--- config.mk ---
export PLATFORM = sky130hd
export DESIGN_NAME = alu_issue_stage
export DESIGN_NICKNAME = d
export VERILOG_FILES = /design/src/rtl/alu_pkg.sv /design/src/rtl/alu_ctrl_decode.sv /design/src/rtl/alu_issue_stage.sv
export SDC_FILE = /design/constraint.sdc
export NUM_CORES = 1
export LEC_CHECK = 0
export CORE_UTILIZATION = 42
export CTS_BUF_LIST = sky130_fd_sc_hd__clkbuf_8
export DETAILED_ROUTE_END_ITERATION = 10
export PLACE_DENSITY_LB_ADDON = 0.2
export SKIP_LAST_GASP = 1
export SYNTH_ARGS = -nofsm -noshare
export SYNTH_HDL_FRONTEND = slang
export SYNTH_SLANG_ARGS = --single-unit
--- constraint.sdc ---
create_clock -name clk -period 3.5 [get_ports clk]
set_clock_uncertainty 0.1 [all_clocks]
set_input_delay 0.7 -clock clk [delete_from_list [all_inputs] [get_ports clk]]
set_output_delay 0.7 -clock clk [all_outputs]
set_load 0.1 [all_outputs]
--- src/rtl/alu_pkg.sv ---
// Shared ALU control codes and RISC-V opcode constants for the issue stage.
package alu_pkg;

    localparam logic [3:0] ALU_AND     = 4'b0000;
    localparam logic [3:0] ALU_OR      = 4'b0001;
    localparam logic [3:0] ALU_ADD     = 4'b0010;
    localparam logic [3:0] ALU_SGE     = 4'b0101;
    localparam logic [3:0] ALU_SUB     = 4'b0110;
    localparam logic [3:0] ALU_SLT     = 4'b0111;
    localparam logic [3:0] ALU_NOR     = 4'b1100;
    localparam logic [3:0] ALU_ILLEGAL = 4'b1111;

    localparam logic [6:0] OP_R      = 7'b0110011;
    localparam logic [6:0] OP_I      = 7'b0010011;
    localparam logic [6:0] OP_LOAD   = 7'b0000011;
    localparam logic [6:0] OP_STORE  = 7'b0100011;
    localparam logic [6:0] OP_BRANCH = 7'b1100011;

    localparam logic [2:0] F3_ADD = 3'b000;
    localparam logic [2:0] F3_SLT = 3'b010;
    localparam logic [2:0] F3_OR  = 3'b110;
    localparam logic [2:0] F3_AND = 3'b111;
    localparam logic [2:0] F3_BEQ = 3'b000;
    localparam logic [2:0] F3_BNE = 3'b001;
    localparam logic [2:0] F3_BLT = 3'b100;
    localparam logic [2:0] F3_BGE = 3'b101;

endpackage

--- src/rtl/alu_ctrl_decode.sv ---
// Combinational decode of opcode/funct3/funct7[5] into the ALU control code
// plus operand-select and branch qualifiers.
module alu_ctrl_decode
    import alu_pkg::*;
(
    input  logic [6:0] opcode,
    input  logic [2:0] funct3,
    input  logic       funct7_5,
    output logic [3:0] ctrl,
    output logic       use_imm,
    output logic       is_branch,
    output logic       br_on_zero,
    output logic       illegal
);

    // Opcode/funct table; anything unlisted stays at the illegal defaults.
    always_comb begin
        ctrl       = ALU_ILLEGAL;
        use_imm    = 1'b0;
        is_branch  = 1'b0;
        br_on_zero = 1'b0;
        illegal    = 1'b1;
        case (opcode)
            OP_R: begin
                case (funct3)
                    F3_ADD:  begin ctrl = funct7_5 ? ALU_SUB : ALU_ADD; illegal = 1'b0; end
                    F3_AND:  begin ctrl = ALU_AND; illegal = 1'b0; end
                    F3_OR:   begin ctrl = ALU_OR;  illegal = 1'b0; end
                    F3_SLT:  begin ctrl = ALU_SLT; illegal = 1'b0; end
                    default: begin ctrl = ALU_ILLEGAL; illegal = 1'b1; end
                endcase
            end
            OP_I: begin
                case (funct3)
                    F3_ADD:  begin ctrl = ALU_ADD; use_imm = 1'b1; illegal = 1'b0; end
                    F3_AND:  begin ctrl = ALU_AND; use_imm = 1'b1; illegal = 1'b0; end
                    F3_OR:   begin ctrl = ALU_OR;  use_imm = 1'b1; illegal = 1'b0; end
                    F3_SLT:  begin ctrl = ALU_SLT; use_imm = 1'b1; illegal = 1'b0; end
                    default: begin ctrl = ALU_ILLEGAL; illegal = 1'b1; end
                endcase
            end
            OP_LOAD, OP_STORE: begin
                ctrl    = ALU_ADD;
                use_imm = 1'b1;
                illegal = 1'b0;
            end
            OP_BRANCH: begin
                case (funct3)
                    F3_BEQ:  begin ctrl = ALU_SUB; is_branch = 1'b1; br_on_zero = 1'b1; illegal = 1'b0; end
                    F3_BNE:  begin ctrl = ALU_SUB; is_branch = 1'b1; illegal = 1'b0; end
                    F3_BLT:  begin ctrl = ALU_SLT; is_branch = 1'b1; illegal = 1'b0; end
                    F3_BGE:  begin ctrl = ALU_SGE; is_branch = 1'b1; illegal = 1'b0; end
                    default: begin ctrl = ALU_ILLEGAL; illegal = 1'b1; end
                endcase
            end
            default: begin
                ctrl    = ALU_ILLEGAL;
                illegal = 1'b1;
            end
        endcase
    end

endmodule

--- src/rtl/alu_issue_stage.sv ---
// ID/EX issue stage: decodes into ALU ctrl, selects operand b, and holds the
// result in a valid/ready register. Optional operand forwarding: ALU_ISSUE_FWD_EN.
module alu_issue_stage
    import alu_pkg::*;
#(
    parameter int DATA_WIDTH = 32,
    parameter int CTRL_BITS  = 4
) (
    input  logic                  clk,
    input  logic                  reset,
    input  logic                  in_valid,
    output logic                  in_ready,
    input  logic [6:0]            opcode,
    input  logic [2:0]            funct3,
    input  logic                  funct7_5,
    input  logic [DATA_WIDTH-1:0] rs1_data,
    input  logic [DATA_WIDTH-1:0] rs2_data,
    input  logic [DATA_WIDTH-1:0] imm,
`ifdef ALU_ISSUE_FWD_EN
    input  logic [4:0]            rs1_idx,
    input  logic [4:0]            rs2_idx,
    input  logic                  fwd_valid,
    input  logic [4:0]            fwd_rd,
    input  logic [DATA_WIDTH-1:0] fwd_data,
`endif
    input  logic                  flush,
    output logic                  out_valid,
    input  logic                  out_ready,
    output logic [CTRL_BITS-1:0]  alu_ctrl,
    output logic [DATA_WIDTH-1:0] alu_a,
    output logic [DATA_WIDTH-1:0] alu_b,
    output logic                  is_branch,
    output logic                  br_on_zero,
    output logic                  illegal
);

    logic [3:0]            w_ctrl;
    logic                  w_use_imm;
    logic                  w_is_branch;
    logic                  w_br_on_zero;
    logic                  w_illegal;
    logic                  w_accept;
    logic [DATA_WIDTH-1:0] w_rs1_val;
    logic [DATA_WIDTH-1:0] w_rs2_val;

    logic                  r_valid;
    logic [CTRL_BITS-1:0]  r_ctrl;
    logic [DATA_WIDTH-1:0] r_a;
    logic [DATA_WIDTH-1:0] r_b;
    logic                  r_is_branch;
    logic                  r_br_on_zero;
    logic                  r_illegal;

    alu_ctrl_decode u_decode (
        .opcode     (opcode),
        .funct3     (funct3),
        .funct7_5   (funct7_5),
        .ctrl       (w_ctrl),
        .use_imm    (w_use_imm),
        .is_branch  (w_is_branch),
        .br_on_zero (w_br_on_zero),
        .illegal    (w_illegal)
    );

`ifdef ALU_ISSUE_FWD_EN
    // x0 never forwards; it is hardwired to zero in the register file.
    always_comb begin
        if (fwd_valid && (fwd_rd != 5'd0) && (fwd_rd == rs1_idx)) begin
            w_rs1_val = fwd_data;
        end else begin
            w_rs1_val = rs1_data;
        end
        if (fwd_valid && (fwd_rd != 5'd0) && (fwd_rd == rs2_idx)) begin
            w_rs2_val = fwd_data;
        end else begin
            w_rs2_val = rs2_data;
        end
    end
`else
    assign w_rs1_val = rs1_data;
    assign w_rs2_val = rs2_data;
`endif

    assign in_ready = !r_valid || out_ready;
    assign w_accept = in_valid && in_ready;

    // Pipeline register: reset beats flush, flush beats accept.
    always_ff @(posedge clk) begin
        if (reset) begin
            r_valid      <= 1'b0;
            r_ctrl       <= CTRL_BITS'(ALU_ILLEGAL);
            r_a          <= {DATA_WIDTH{1'b0}};
            r_b          <= {DATA_WIDTH{1'b0}};
            r_is_branch  <= 1'b0;
            r_br_on_zero <= 1'b0;
            r_illegal    <= 1'b0;
        end else if (flush) begin
            r_valid      <= 1'b0;
        end else if (w_accept) begin
            r_valid      <= 1'b1;
            r_ctrl       <= CTRL_BITS'(w_ctrl);
            r_a          <= w_rs1_val;
            r_b          <= w_use_imm ? imm : w_rs2_val;
            r_is_branch  <= w_is_branch;
            r_br_on_zero <= w_br_on_zero;
            r_illegal    <= w_illegal;
        end else if (out_ready) begin
            r_valid      <= 1'b0;
        end else begin
            r_valid      <= r_valid;
        end
    end

    assign out_valid  = r_valid;
    assign alu_ctrl   = r_ctrl;
    assign alu_a      = r_a;
    assign alu_b      = r_b;
    assign is_branch  = r_is_branch;
    assign br_on_zero = r_br_on_zero;
    assign illegal    = r_illegal;

endmodule

== Yosys cells after proc, flatten, opt, wreduce, memory -nomap -nowiden ==
Cells that the tools add are included.

* Word-level logic and storage cells: 48
* Register bits: 72

* Mux-type cells: 17
* Reductions and logical operators: 12
* Bitwise logic cells: 1
* Equal/unequal tests: 11

{| class="wikitable"
|+ Operators with widths
! operator !! number
|-
| 4-bit one-hot mux with 4 select lines || 3
|-
| 32-bit 2-to-1 mux || 1
|-
| 7-bit by 6-bit == test with 1-bit output (second input constant) || 2
|-
| 3-bit == test (second input constant) || 4
|-
| 4-bit one-hot mux with 3 select lines || 1
|-
| 1-bit 2-to-1 mux || 9
|-
| 2-bit OR reduction || 4
|-
| 4-bit OR reduction || 2
|-
| 7-bit by 2-bit == test with 1-bit output (second input constant) || 1
|-
| 7-bit by 5-bit == test with 1-bit output (second input constant) || 1
|-
| 7-bit == test (second input constant) || 1
|-
| 3-bit by 1-bit == test with 1-bit output (second input constant) || 1
|-
| 3-bit by 2-bit == test with 1-bit output (second input constant) || 1
|-
| 3-bit zero test || 1
|-
| 3-bit 2-to-1 mux || 1
|-
| 1-bit one-hot mux with 3 select lines || 1
|-
| 1-bit one-hot mux with 2 select lines || 1
|-
| 2-bit AND reduction || 1
|-
| 2-bit nonzero test || 1
|-
| 1-bit logical AND || 1
|-
| 1-bit zero test || 1
|-
| 1-bit logical OR || 1
|-
| 1-bit inverter || 1
|}

== Logic depth before layout (Yosys ltp) ==
Gate-level depths: netlist of run 1.

* Word-level depth: 5
* Gate-level depth with buffers: 7

== Cells and area by module ==
A second synthesis of run 1 with hierarchy kept.

* Cell total of the unflattened synthesis: 354
* Area, all modules: 3245.6 um^2

{| class="wikitable"
|+ By module, submodules not included
! module !! area an instance (um^2) !! instances !! cells an instance
|-
| alu_issue_stage || 3075.4 || 1 || 327
|-
| alu_ctrl_decode || 170.2 || 1 || 27
|}

== Worst setup path after synthesis of run 1 ==
OpenSTA, ideal clock, no wires.

* Path kind: reg-to-reg
* From: reg r_valid (netlist: out_valid)
* To: reg r_a[10] (netlist: alu_a[10])
* Data required time: 3330 ps
* Cell stages (with the launch flop): 8
* Path slack: 462 ps
* Path buffers: 3
* Data arrival time: 2868 ps
* Path through: dfxtp_1 > nand2b_1 > nand2_1 > buf_2 > buf_4 > buf_2 > nand2_1 > a21oi_1

* Cells in the longest elaborated chain, start to end: 4

{| class="wikitable"
|+ RTL lines
! element !! line !! text
|-
| start: declaration || alu_issue_stage.sv:46 || <nowiki>logic r_valid;</nowiki>
|-
| start signal: assignment || alu_issue_stage.sv:110 || <nowiki>r_valid <= r_valid;</nowiki>
|-
| 1-bit zero test || alu_issue_stage.sv:84 || <nowiki>assign in_ready = !r_valid || out_ready;</nowiki>
|-
| 1-bit logical OR || alu_issue_stage.sv:84 ||
|-
| named net in_ready || alu_issue_stage.sv:12 || <nowiki>output logic in_ready,</nowiki>
|-
| 1-bit logical AND || alu_issue_stage.sv:85 || <nowiki>assign w_accept = in_valid && in_ready;</nowiki>
|-
| 2-bit AND reduction (no source line) || -- ||
|-
| end signal: assignment || alu_issue_stage.sv:92 || <nowiki>r_a <= {DATA_WIDTH{1'b0}};</nowiki>
|-
| end signal: assignment || alu_issue_stage.sv:102 || <nowiki>r_a <= w_rs1_val;</nowiki>
|-
| end: declaration || alu_issue_stage.sv:48 || <nowiki>logic [DATA_WIDTH-1:0] r_a;</nowiki>
|}

The timed path passes the listed nets, and every way through them passes these cells.
A chain may end at the register's enable or synchronous reset.

== Worst setup path after layout of run 1 ==
* From: reg r_b[4] (netlist: alu_b[4])
* To: out alu_b[4]

{| class="wikitable"
|+ RTL lines
! element !! line !! text
|-
| start: declaration || alu_issue_stage.sv:49 || <nowiki>logic [DATA_WIDTH-1:0] r_b;</nowiki>
|-
| start signal: assignment || alu_issue_stage.sv:93 || <nowiki>r_b <= {DATA_WIDTH{1'b0}};</nowiki>
|-
| start signal: assignment || alu_issue_stage.sv:103 || <nowiki>r_b <= w_use_imm ? imm : w_rs2_val;</nowiki>
|-
| end: declaration || alu_issue_stage.sv:31 || <nowiki>output logic [DATA_WIDTH-1:0] alu_b,</nowiki>
|}

No word-level cell between the ends.

==> out/metrics.cfg, run 1 <==
[status]
status = completed

[synthesis]
ys_seq_elements = 72
synth_ff_type = dfxtp_1
ys_seq_area_share_pct = 44.95
syn_area_um2 = 3207
synth_compound_area_share_pct = 32.07
synth-xor-area-share_pct = 0
synthArstFlopShare_pct = 0
synth_top_area_cell = dfxtp_1
synth_edf_count = 0
synth_area_leaders = dfxtp_1 45%, nand2_1 8.3%, a211oi_1 7.7%, a2111oi_0 6.3%, a21oi_1 5.9%
synth.top_cell.area_share_pct = 44.95
synth.distinct_cells = 29
syn_area_per_cell_um2 = 8.351
yosys.area_share.simple_pct = 16.00
synth_adder_area_share_pct = 0
yosys_warnings = 0
synthCells = 384
synth_nets = 496
synthMuxAreaShare_pct = 0
synth_top_family_by_area = compound AO/OA/AOI/OAI gates

[sta]
finalSetupViolations = 0
setup_slack_ns = 0.8533
fmax_ghz = 0.3778
hold_viol_final = 0
max_slew.worst_pin.slew_ns = 1.004
max_slew_margin_pct = 32.85
setup_tns_ns = 0
min_period_ns = 2.647
rsz0062_at_grt = false
slew_viol_final = 0
fin_crit_sh_pct = 75.62

[routing]
drt-total-wl_mm = 9.932
drt-pass1-iter-count = 4
drtIter0Drc = 146
drc = 0
post_drt_via_cell_ratio = 5.386
vias = 3517
wl_per_cell_um = 15.21
final_antenna_net_count = 0

[floorplanning]
fp.dieW_um = 89.38
die_y_um = 89.38
rows = 31
core_um2 = 7331
io_pins = 185
initial_utilization_pct = 43.74
die_area_um2 = 7989

[power]
ir_drop_uv = 237.8
p_per_area_nw_per_um2 = 428.9
leakage_nw = 1.840

[cells_and_area]
layout.nets = 661
multi_input_area_um2 = 1550
antenna_cells = 0
drive_above_1_share_pct = 11.73
area_growth_pct = 61.76
fillers = 569
regArea_um2 = 1441

[worst_setup_path]
rrSetupSlack_ns = 1.54
timing.rr.end = alu_b[29]
cpLargestDelayFamily = buffers and inverters
cp_num_buf_inv = 1
rr_worst_depth = 5
setup.worst_path.start_class = flop
path_depth = 1
arrival_ns = 1.85
slowest_delay_ns = 1.15
critPathRequiredTime_ns = 2.70
path_class = flop to output port
r2r_start = out_valid
endpoint = alu_b[4]
critPathMaxFanout = 2
path_cells = clkdlybuf4s50_1
crit_path_top_delay_cell = clkdlybuf4s50_1
end_kind = output port
worstSetupStartpoint = alu_b[4]

[clock_tree]
cts_buffers = 9
clkTransAtPathRegs_ns = 0.08
holdBufCountCts = 0
cts-root-buf = clkbuf_8
cts.sink_count = 72
cts_htree_levels = 3
clkLatencyLatePin_ns = 0.33
cts_resized = 0
cts_tree = yes
clockBufferDepth = 2
cts_setup_buffers = 0

[min_path]
min_path_type = flop to flop

[global_route]
track_usage_pct = 24.26
grt_max_degree = 76
antenna_found_initial = 0
grt_pass1_vias = 3278
grt_overflow_total = 0
grt_pass1_wl_mm = 15.04

[place]
place_ws_ns = 0.6456
portBuffers = 184
dpl.hpwl_mm = 7.001
place.gp.congestion = 0.8016

[run]
cap_viol_max_count = 0

area by class of cell:
cell class / instances / share of cell area (%)
clock buffers: 10 / 2.653
inverters: 5 / 0.3618
multi-input cells: 268 / 29.88
repair buffers: 193 / 35.65
flip-flops and latches: 72 / 27.79
well taps: 99 / 2.388
clock inverters: 6 / 1.278
power by group:
part | leakage (nW) | switching [mW] | total [mW] | internal (mW)
registers | 0.590 | 0.0228 | 0.886 | 0.863
logic | 1.15 | 0.457 | 0.671 | 0.214
clock network | 0.0949 | 0.319 | 0.668 | 0.350
total | 1.84 | 0.798 | 2.23 | 1.43
cell usage after synthesis (all sizes together) (2+ instances only):
master,number
a21o,3
nand2b,5
dfxtp,72
o21ai,35
inv,5
clkbuf,24
a2111oi,33
a21oi,38
nor4,2
a211oi,33
nor3,2
buf,15
nor2,35
nand2,71
worst reg2reg max path, cell delays in order, from the launching register on:
cell and delay, ns:
dfxtp_1 0.33, nand2b_1 0.13, nand2_4 0.62, buf_4 0.38, nor2_1 0.07, a211oi_1 0.24
worst min path at each step:
stage                          from         to  slack, ns  depth (start not counted)
final                     is_branch  is_branch       0.35                          2
after global routing       alu_a[7]   alu_a[7]       0.38                          2
after CTS                 is_branch  is_branch       0.36                          2
after detailed placement  is_branch  is_branch       0.35                          2
after global placement    alu_a[22]  alu_a[22]       0.34                          2
after floorplan               flush  out_valid       0.67                          1
layout by cell type (no fill, tap or decap), types with 2 or more instances in the layout:
cell             count
a2111oi_0           23
a2111oi_2           10
a211oi_1            33
a21o_4               2
a21oi_1             38
buf_4               33
clkbuf_8            10
clkdlybuf4s50_1    160
clkinvlp_4           3
dfxtp_1             72
inv_1                5
nand2_1             70
nand2b_1             5
nor2_1              35
nor3_1               2
nor4_1               2
o21ai_0             35
registers in the layout, indices dropped and copies added, names as in the netlist:
| name | cells |
|---|---|
| alu_a | 32 |
| alu_b | 32 |
| alu_ctrl | 4 |
| br_on_zero | 1 |
| illegal | 1 |
| is_branch | 1 |
| out_valid | 1 |
metrics by stage:
stage | instances | utilization (%) | instance area (µm²) | total power, mW | hold slack, ns
after floorplan | 384 | - | 3207 | 1.336 | 0.6728
after global placement | 637 | 67.98 | 4984 | 1.568 | 0.3413
after detailed placement | 637 | 67.98 | 4984 | 1.575 | 0.3467
after CTS | 653 | 70.76 | 5187 | 2.240 | 0.3579
after global routing | 653 | 70.76 | 5187 | 2.315 | 0.3777
final | 653 | 70.76 | 5187 | 2.225 | 0.3546
cells by family after synthesis:
| kind of cell | after synthesis |
|---|---|
| AOI/OAI and AO/OA | 145 |
| buffers and inverters | 44 |
| DFF | 72 |
| and+or+nand+nor | 123 |
layer usage:
layer | routed length (µm) | vias to the layer above | global-route usage [%]
met2 | 4888 | 152 | 41.71
met5 | 0 | - | 0
met4 | 240 | 0 | 10.68
met3 | 839 | 24 | 7.295
li1 | - | 1716 | -
met1 | 3964 | 1625 | 27.90
(Power assumes the default switching activity.)
==> run 2, diff against run 1 <==
- CORE_UTILIZATION: 42 -> 39
- clock period: 3.5 -> 2.76 ns (I/O delays scaled with it)
==> out/metrics.cfg, run 2 (synthesized netlist as in run 1, its figures left out) <==
[status]
status = completed

[place]
dpl.hpwl_mm = 7.019  ; +0.25%
portBuffers = 184  ; unchanged
place_ws_ns = 0.1669  ; -0.4787 ns
place.gp.congestion = 0.7477  ; -6.7%

[global_route]
grt_overflow_total = 0  ; unchanged
grt_pass1_vias = 3326  ; +1.5%
track_usage_pct = 22.73  ; -1.5 points
grt_pass1_wl_mm = 15.57  ; +3.6%
grt_max_degree = 38  ; -50%
antenna_found_initial = 0  ; unchanged

[routing]
drt-total-wl_mm = 9.953  ; +0.21%
met2WireLength_mm = 4.868  ; -0.41%
drc = 0  ; unchanged
wl_per_cell_um = 15.10  ; -0.70%
top_layer_used = met4
drtIter0Drc = 168  ; +15%
drt-pass1-iter-count = 4  ; unchanged
vias = 3467  ; -1.4%
met3_length_um = 733  ; -13%
final_antenna_net_count = 0  ; unchanged
m1WireLength_mm = 4.229  ; +6.7%
post_drt_via_cell_ratio = 5.261  ; -2.3%

[floorplanning]
initial_utilization_pct = 40.86  ; -2.9 points
rows = 32  ; +3.2%
die_y_um = 92.68  ; +3.7%
core_um2 = 7848  ; +7.0%
die_area_um2 = 8590  ; +7.5%
fp.dieW_um = 92.68  ; +3.7%
io_pins = 185  ; unchanged

[cells_and_area]
drive_above_1_share_pct = 21.18  ; +9.5 points
final_cell_mix = 111 x clkdlybuf4s50_1, 83 x buf_4, 72 x dfxtp_1
antenna_cells = 0  ; unchanged
layout.nets = 665  ; +0.61%
regArea_um2 = 1441  ; unchanged
mostFrequentLayoutCell = clkdlybuf4s50_1
fillers = 697  ; +22%
multi_input_area_um2 = 1553  ; +0.16%
area_growth_pct = 60.71

[clock_tree]
cts.sink_count = 72  ; unchanged
cts_setup_buffers = 0  ; unchanged
cts_buffers = 9  ; unchanged
cts_resized = 0  ; unchanged
clockBufferDepth = 2  ; unchanged
holdBufCountCts = 0  ; unchanged
cts_tree = yes
cts-root-buf = clkbuf_8
clkTransAtPathRegs_ns = 0.07  ; about the same
cts_htree_levels = 3  ; unchanged
clkLatencyLatePin_ns = 0.34  ; about the same

[sta]
min_period_ns = 2.259
max_slew.worst_pin.slew_ns = 0.5268  ; -0.4773 ns
max_slew_margin_pct = 63.97  ; +31 points
rsz0062_at_grt = false
fmax_ghz = 0.4427
slew_viol_final = 0  ; unchanged
finalSetupViolations = 0  ; unchanged
setup_tns_ns = 0  ; unchanged
fin_crit_sh_pct = 81.85
setup_slack_ns = 0.5010  ; -0.3523 ns
hold_viol_final = 0  ; unchanged

[worst_setup_path]
end_kind = flop
arrival_ns = 2.40  ; +0.55 ns
setup.worst_path.start_class = input port
critPathRequiredTime_ns = 2.90  ; +0.20 ns
r2r_start = out_valid
path_class = input port to flop
worstSetupStartpoint = funct3[2]
critPathMaxFanout = 33  ; +31

[power]
leakage_nw = 1.972  ; +7.2%
ir_drop_uv = 271.1  ; +14%
p_per_area_nw_per_um2 = 560.9  ; +31%

[min_path]
min_from = alu_a[18]
min_path_type = flop to flop

[run]
cap_viol_max_count = 0  ; unchanged

-- run 2: cell type report --
cell class                      instances  area share [%]
Clock buffer                           10           2.671
Clock inverter                          5           1.578
Inverter                                5          0.3642
Multi-Input combinational cell        268           30.13
Sequential cell                        72           27.97
Tap cell                              102           2.476
Timing Repair Buffer                  197           34.81
-- run 2: per-layer routing --
metal	vias up	track usage, %
met5	-	0
met1	1575	27.61
met4	0	7.949
met2	161	39.44
li1	1717	-
met3	14	5.008
-- run 2: through the flow --
stage / utilization, % / hold WS [ns] / instances / power (mW) / cell area (µm²)
2_1_floorplan: - / 0.5248 / 384 / 1.694 / 3209
3_3_place_gp: 62.88 / 0.3416 / 644 / 1.988 / 4935
3_5_place_dp: 62.88 / 0.3477 / 644 / 1.995 / 4935
4_1_cts: 65.67 / 0.3576 / 659 / 2.904 / 5154
5_1_grt: 65.67 / 0.3749 / 659 / 2.992 / 5154
6_report: 65.67 / 0.3558 / 659 / 2.891 / 5154
-- run 2: path summary, 6_finish.rpt --
check | to | slack, ns | cells past startpoint
max | alu_b[26] | 0.50 | 5
min | alu_a[18] | 0.36 | 2
max reg2reg | alu_b[26] | 1.06 | 6
min reg2reg | alu_a[18] | 0.36 | 2
-- run 2: power breakdown --
part           switching, mW  internal [mW]  leakage, nW
clock                  0.391          0.529        0.108
combinational          0.580          0.267         1.27
sequential            0.0301           1.09        0.590
total                   1.00           1.89         1.97
-- run 2: worst max-delay path, cell delays in order --
cell and delay (ns):
clkdlybuf4s50_1 0.52, or2_4 0.29, a21o_4 0.33, a21o_4 0.40
a211oi_1 0.28
